==> config.mk <==
export PLATFORM = sky130hd
export DESIGN_NAME = bin2bcd_seq
export DESIGN_NICKNAME = d
export VERILOG_FILES = /design/src/rtl/bin2bcd_seq.sv
export SDC_FILE = /design/constraint.sdc
export NUM_CORES = 1
export LEC_CHECK = 0
export BUFFER_PORTS_ARGS = -buffer_cell sky130_fd_sc_hd__buf_2
export CAP_MARGIN = 25
export CORE_UTILIZATION = 51
export DETAILED_ROUTE_END_ITERATION = 7
export GPL_ROUTABILITY_DRIVEN = 0
export GPL_TIMING_DRIVEN = 0
export HOLD_SLACK_MARGIN = 0.1
export PLACE_DENSITY = 0.75
export SYNTH_ARGS = -nofsm -noshare
export SYNTH_HDL_FRONTEND = slang
export SYNTH_SLANG_ARGS = --single-unit
==> constraint.sdc <==
create_clock -name clk -period 1.8 [get_ports clk]
set_input_delay 0.18 -clock clk [delete_from_list [all_inputs] [get_ports clk]]
set_output_delay 0.18 -clock clk [all_outputs]
set_load 0.02 [all_outputs]
==> src/rtl/bin2bcd_seq.sv <==
// bin2bcd_seq: shift-and-add-3 binary to packed BCD, one bit per clock.
// Produces leading-zero blanking and saturates to all nines on overflow.
module bin2bcd_seq #(
  parameter int BIN_W  = 20,
  parameter int DIGITS = 6
) (
  input  logic                clk,
  input  logic                rst_n,
  input  logic                in_valid,
  output logic                in_ready,
  input  logic [BIN_W-1:0]    in_bin,
  output logic                out_valid,
  output logic [4*DIGITS-1:0] out_bcd,
  output logic [DIGITS-1:0]   out_blank,
  output logic                out_ovf
);

  localparam int AW = 4 * DIGITS;
  localparam int CW = $clog2(BIN_W + 1);

  function automatic logic [BIN_W+3:0] max_val();
    logic [BIN_W+3:0] p;
    p = (BIN_W+4)'(1);
    for (int i = 0; i < DIGITS; i++)
      p = p * (BIN_W+4)'(10);
    return p - (BIN_W+4)'(1);
  endfunction

  localparam logic [BIN_W+3:0] MAXV = max_val();

  typedef enum logic [1:0] {
    IDLE,
    SHIFT,
    DONE
  } state_t;

  state_t            state;
  state_t            state_nx;
  logic [BIN_W-1:0]  sreg;
  logic [AW-1:0]     acc;
  logic [AW-1:0]     adj;
  logic [CW-1:0]     cnt;
  logic              ovf_pend;
  logic [DIGITS-1:0] blank;
  logic              zrun;

  always_ff @(posedge clk or negedge rst_n) begin
    if (!rst_n) state <= IDLE;
    else        state <= state_nx;
  end

  always_comb begin
    state_nx = state;
    case (state)
      IDLE:    if (in_valid) state_nx = SHIFT;
      SHIFT:   if (cnt == CW'(BIN_W - 1)) state_nx = DONE;
      DONE:    state_nx = IDLE;
      default: state_nx = IDLE;
    endcase
  end

  always_comb begin
    in_ready = (state == IDLE);
  end

  // nibble-local +3 correction, no carry between digits
  always_comb begin
    adj = acc;
    for (int i = 0; i < DIGITS; i++)
      if (acc[4*i +: 4] >= 4'd5)
        adj[4*i +: 4] = acc[4*i +: 4] + 4'd3;
  end

  always_comb begin
    blank = '0;
    zrun  = 1'b1;
    for (int i = DIGITS - 1; i >= 1; i--) begin
      zrun     = zrun & (acc[4*i +: 4] == 4'd0);
      blank[i] = zrun;
    end
  end

  always_ff @(posedge clk or negedge rst_n) begin
    if (!rst_n) begin
      sreg     <= '0;
      acc      <= '0;
      cnt      <= '0;
      ovf_pend <= 1'b0;
    end else begin
      case (state)
        IDLE: if (in_valid) begin
          sreg     <= in_bin;
          acc      <= '0;
          cnt      <= '0;
          ovf_pend <= ({4'b0, in_bin} > MAXV);
        end
        SHIFT: begin
          acc  <= {adj[AW-2:0], sreg[BIN_W-1]};
          sreg <= {sreg[BIN_W-2:0], 1'b0};
          cnt  <= cnt + 1'b1;
        end
        default: ;
      endcase
    end
  end

  always_ff @(posedge clk or negedge rst_n) begin
    if (!rst_n) begin
      out_valid <= 1'b0;
      out_bcd   <= '0;
      out_blank <= '0;
      out_ovf   <= 1'b0;
    end else begin
      out_valid <= (state == DONE);
      if (state == DONE) begin
        out_bcd   <= ovf_pend ? {DIGITS{4'h9}} : acc;
        out_blank <= ovf_pend ? '0 : blank;
        out_ovf   <= ovf_pend;
      end
    end
  end

endmodule

==> flow_summary.toml <==
[finish]
antenna_cells = 0
layoutNonFillerInstCount = 569
drive_gt1_share_pct = 21.28
fillCellCount = 610
syn_to_final_growth_pct = 21.98
nNetsFinal = 507
design_area_mm2 = 0.004707

[worst_setup_path]
cp_max_fo = 3
critPathKind = "flip-flop to flip-flop"
required_ns = 2.09
crit_arrival_ns = 2.01
crit_path_end_kind = "flip-flop"
startpoint_type = "flip-flop"

[pwr]
p_total_w = 0.008731
vdd_drop_max_uv = 979.0
power.density_mw_per_mm2 = 1855
p_leak_nw = 2.240

[synthesis]
synth_top_area_share_pct = 53.83
yosys.cell_types.count = 40
yosys_register_bits = 83
yosysTopAreaCell = "dfrtp_1"
syn_area_mm2 = 0.003859
synth-edff-count = 0
netlist_top_cells_count = "dfrtp_1, nor2_1, nand2_1"
synth_seq_area_share_pct = 53.83
syn_nets = 422
ys_warn_count = 0
syn_inst = 381
yosysMostFrequentCell = "dfrtp_1"
synthArstFlopShare_pct = 100.0
synthTopCellsByArea = "dfrtp_1, ha_1, nor2_1, o22ai_1, nand2_1"
synth-main-ff-cell = "dfrtp_1"
synth.avg_cell_area_um2 = 10.13

[floorplan]
core_mm2 = 0.007292
die_area_mm2 = 0.007918
initial_core_util_pct = 52.92
die-height_um = 88.99
io-pin-count = 56
die_w_um = 88.99
num_rows = 31

[timing]
hold_violations = 0
fin_setup_tns_ns = 0
setup_viol = 0
finalCriticalPeriod_ns = 1.728
finClkSkew_ns = 0.01110
tightest_slew_ns = 0.7370
fin_crit_sh_pct = 96.02
setup_ws_ns = 0.07172
slew_headroom_pct = 50.69
rsz0062_at_grt = "yes"
drv_slew = 0
fmax_ghz = 0.5786

[clock_tree]
root_buffer = "clkbuf_8"
cts.sinks = 83
clk_latency_ns = 0.35
clockBufferDepth = 2
cts_tree = "built"
cts-htree-levels = 3
clk_transition_reported_paths_ns = 0.08
cts_buffers = 9

[worst_hold_path]
hold_path.class = "input port to flip-flop"

[grt]
grt_usage_pct = 24.49
grt_pass1_vias = 2961
grt_pass1_wl_um = 14570
antenna_found_initial = 0
gr-total-overflow = 0
grt_start_max_net_pins = 49

[placement]
preCtsSetupSlack_ns = -0.06050
dp_hpwl_um = 6031
dp.cells = 535
port_buffers = 54
post_dp_cell_area_mm2 = 0.004283

[drt]
drt-pass1-iter-count = 4
drt_iter0_drc = 135
wl_per_cell_um = 15.45
vias_per_cell = 5.475
drc = 0
ant_nets = 0
routed_wl_um = 8792
vias = 3115

[run]
drv_cap = 0

[run_status]
status = "finished clean"
==> routing by layer <==
metal | up-vias | track usage (%) | wire [um]
met5 | - | 0 | 0
met4 | 0 | 8.658 | 121
met3 | 10 | 3.601 | 361
met2 | 83 | 40.07 | 4099
met1 | 1510 | 33.57 | 4210
li1 | 1512 | - | -
==> flip-flops by register name, summed over array words and instances (netlist names) <==
name / flops
state: 2
ovf_pend: 1
out_blank: 5
out_bcd: 24
sreg: 20
out_valid: 1
cnt: 5
out_ovf: 1
acc: 24
==> cell type report <==
| cell class | count | area [um^2] | area share, % |
|---|---|---|---|
| Clock buffer | 11 | 151.4 | 3.216 |
| Multi-Input combinational cell | 263 | 1647 | 34.98 |
| Buffer | 22 | 110.1 | 2.339 |
| Clock inverter | 4 | 73.82 | 1.568 |
| Inverter | 13 | 48.80 | 1.037 |
| Tap cell | 99 | 123.9 | 2.632 |
| Sequential cell | 83 | 2077 | 44.13 |
| Timing Repair Buffer | 74 | 475.5 | 10.10 |
==> worst paths after layout <==
| check | start | to | slack, ns | cells past startpoint |
|---|---|---|---|---|
| max in group asynchronous | rst_n | acc[10] | 0.87 | 3 |
| setup reg to reg | acc[20] | out_blank[1] | 0.07 | 6 |
| min in group asynchronous | rst_n | out_bcd[20] | 0.33 | 2 |
| hold reg to reg | out_bcd[6] | out_bcd[6] | 0.48 | 2 |
| setup / recovery | acc[20] | out_blank[1] | 0.07 | 6 |
| hold / removal | in_bin[16] | sreg[16] | 0.11 | 3 |
==> worst max-delay path, cell delays in order (launching register included) <==
cell	delay, ns
dfrtp_1	0.39
inv_2	0.08
ha_4	0.12
or4b_4	0.47
nor4b_4	0.29
nand4_1	0.17
o21ai_1	0.14
==> kinds of logic (layout without fill, tap and decap cells) <==
| logic type | count (synthesis) | in the layout | share of synthesized area, % |
|---|---|---|---|
| XOR/XNOR | 7 | 7 | 1.589 |
| AND/OR/NAND/NOR | 130 | 130 | 15.76 |
| AO/OA/AOI/OAI | 99 | 99 | 16.80 |
| multiplexers | 8 | 8 | 2.172 |
| adder cells (fa/ha/maj) | 18 | 18 | 5.837 |
| buffers and inverters | 35 | 124 | 3.923 |
| flip-flops | 83 | 83 | 53.83 |
| other | 1 | 1 | 0.09718 |
==> report_power, final <==
part           switching, W  total (W)  internal (W)
combinational       0.00224    0.00392       0.00168
clock              0.000663    0.00151      0.000850
sequential         0.000630    0.00330       0.00267
==> cells in the final DEF, fill, tap and decap left out, types with 8 or more instances in the layout <==
cell / netlist / final
clkbuf_8: 0 / 11
nor2_1: 53 / 53
buf_4: 2 / 9
nand2b_1: 14 / 14
clkbuf_1: 12 / 8
o22ai_1: 28 / 28
buf_2: 4 / 57
o21ai_0: 27 / 27
ha_1: 18 / 17
o31ai_1: 13 / 13
dfrtp_1: 83 / 83
nand2_1: 41 / 41
inv_1: 13 / 10
dlygate4sd3_1: 0 / 13
==> metrics by stage <==
| step | utilization (%) | hold WS (ns) |
|---|---|---|
| 2_1_floorplan | - | -0.1156 |
| 3_3_place_gp | 58.32 | 0.3863 |
| 3_5_place_dp | 58.73 | 0.1700 |
| 4_1_cts | 64.09 | 0.1003 |
| 5_1_grt | 64.55 | 0.1200 |
| 6_report | 64.55 | 0.1076 |
==> timing repair <==
action / 4_1_cts / 5_1_grt
pin swaps: 4 / 3
setup endpoints to repair: 3 / 36
buffers inserted: 3 / 3
hold buffers: 13 / 0
hold endpoints to repair: 47 / 0
resized for setup: 4 / 12
(Power assumes the default switching activity.)
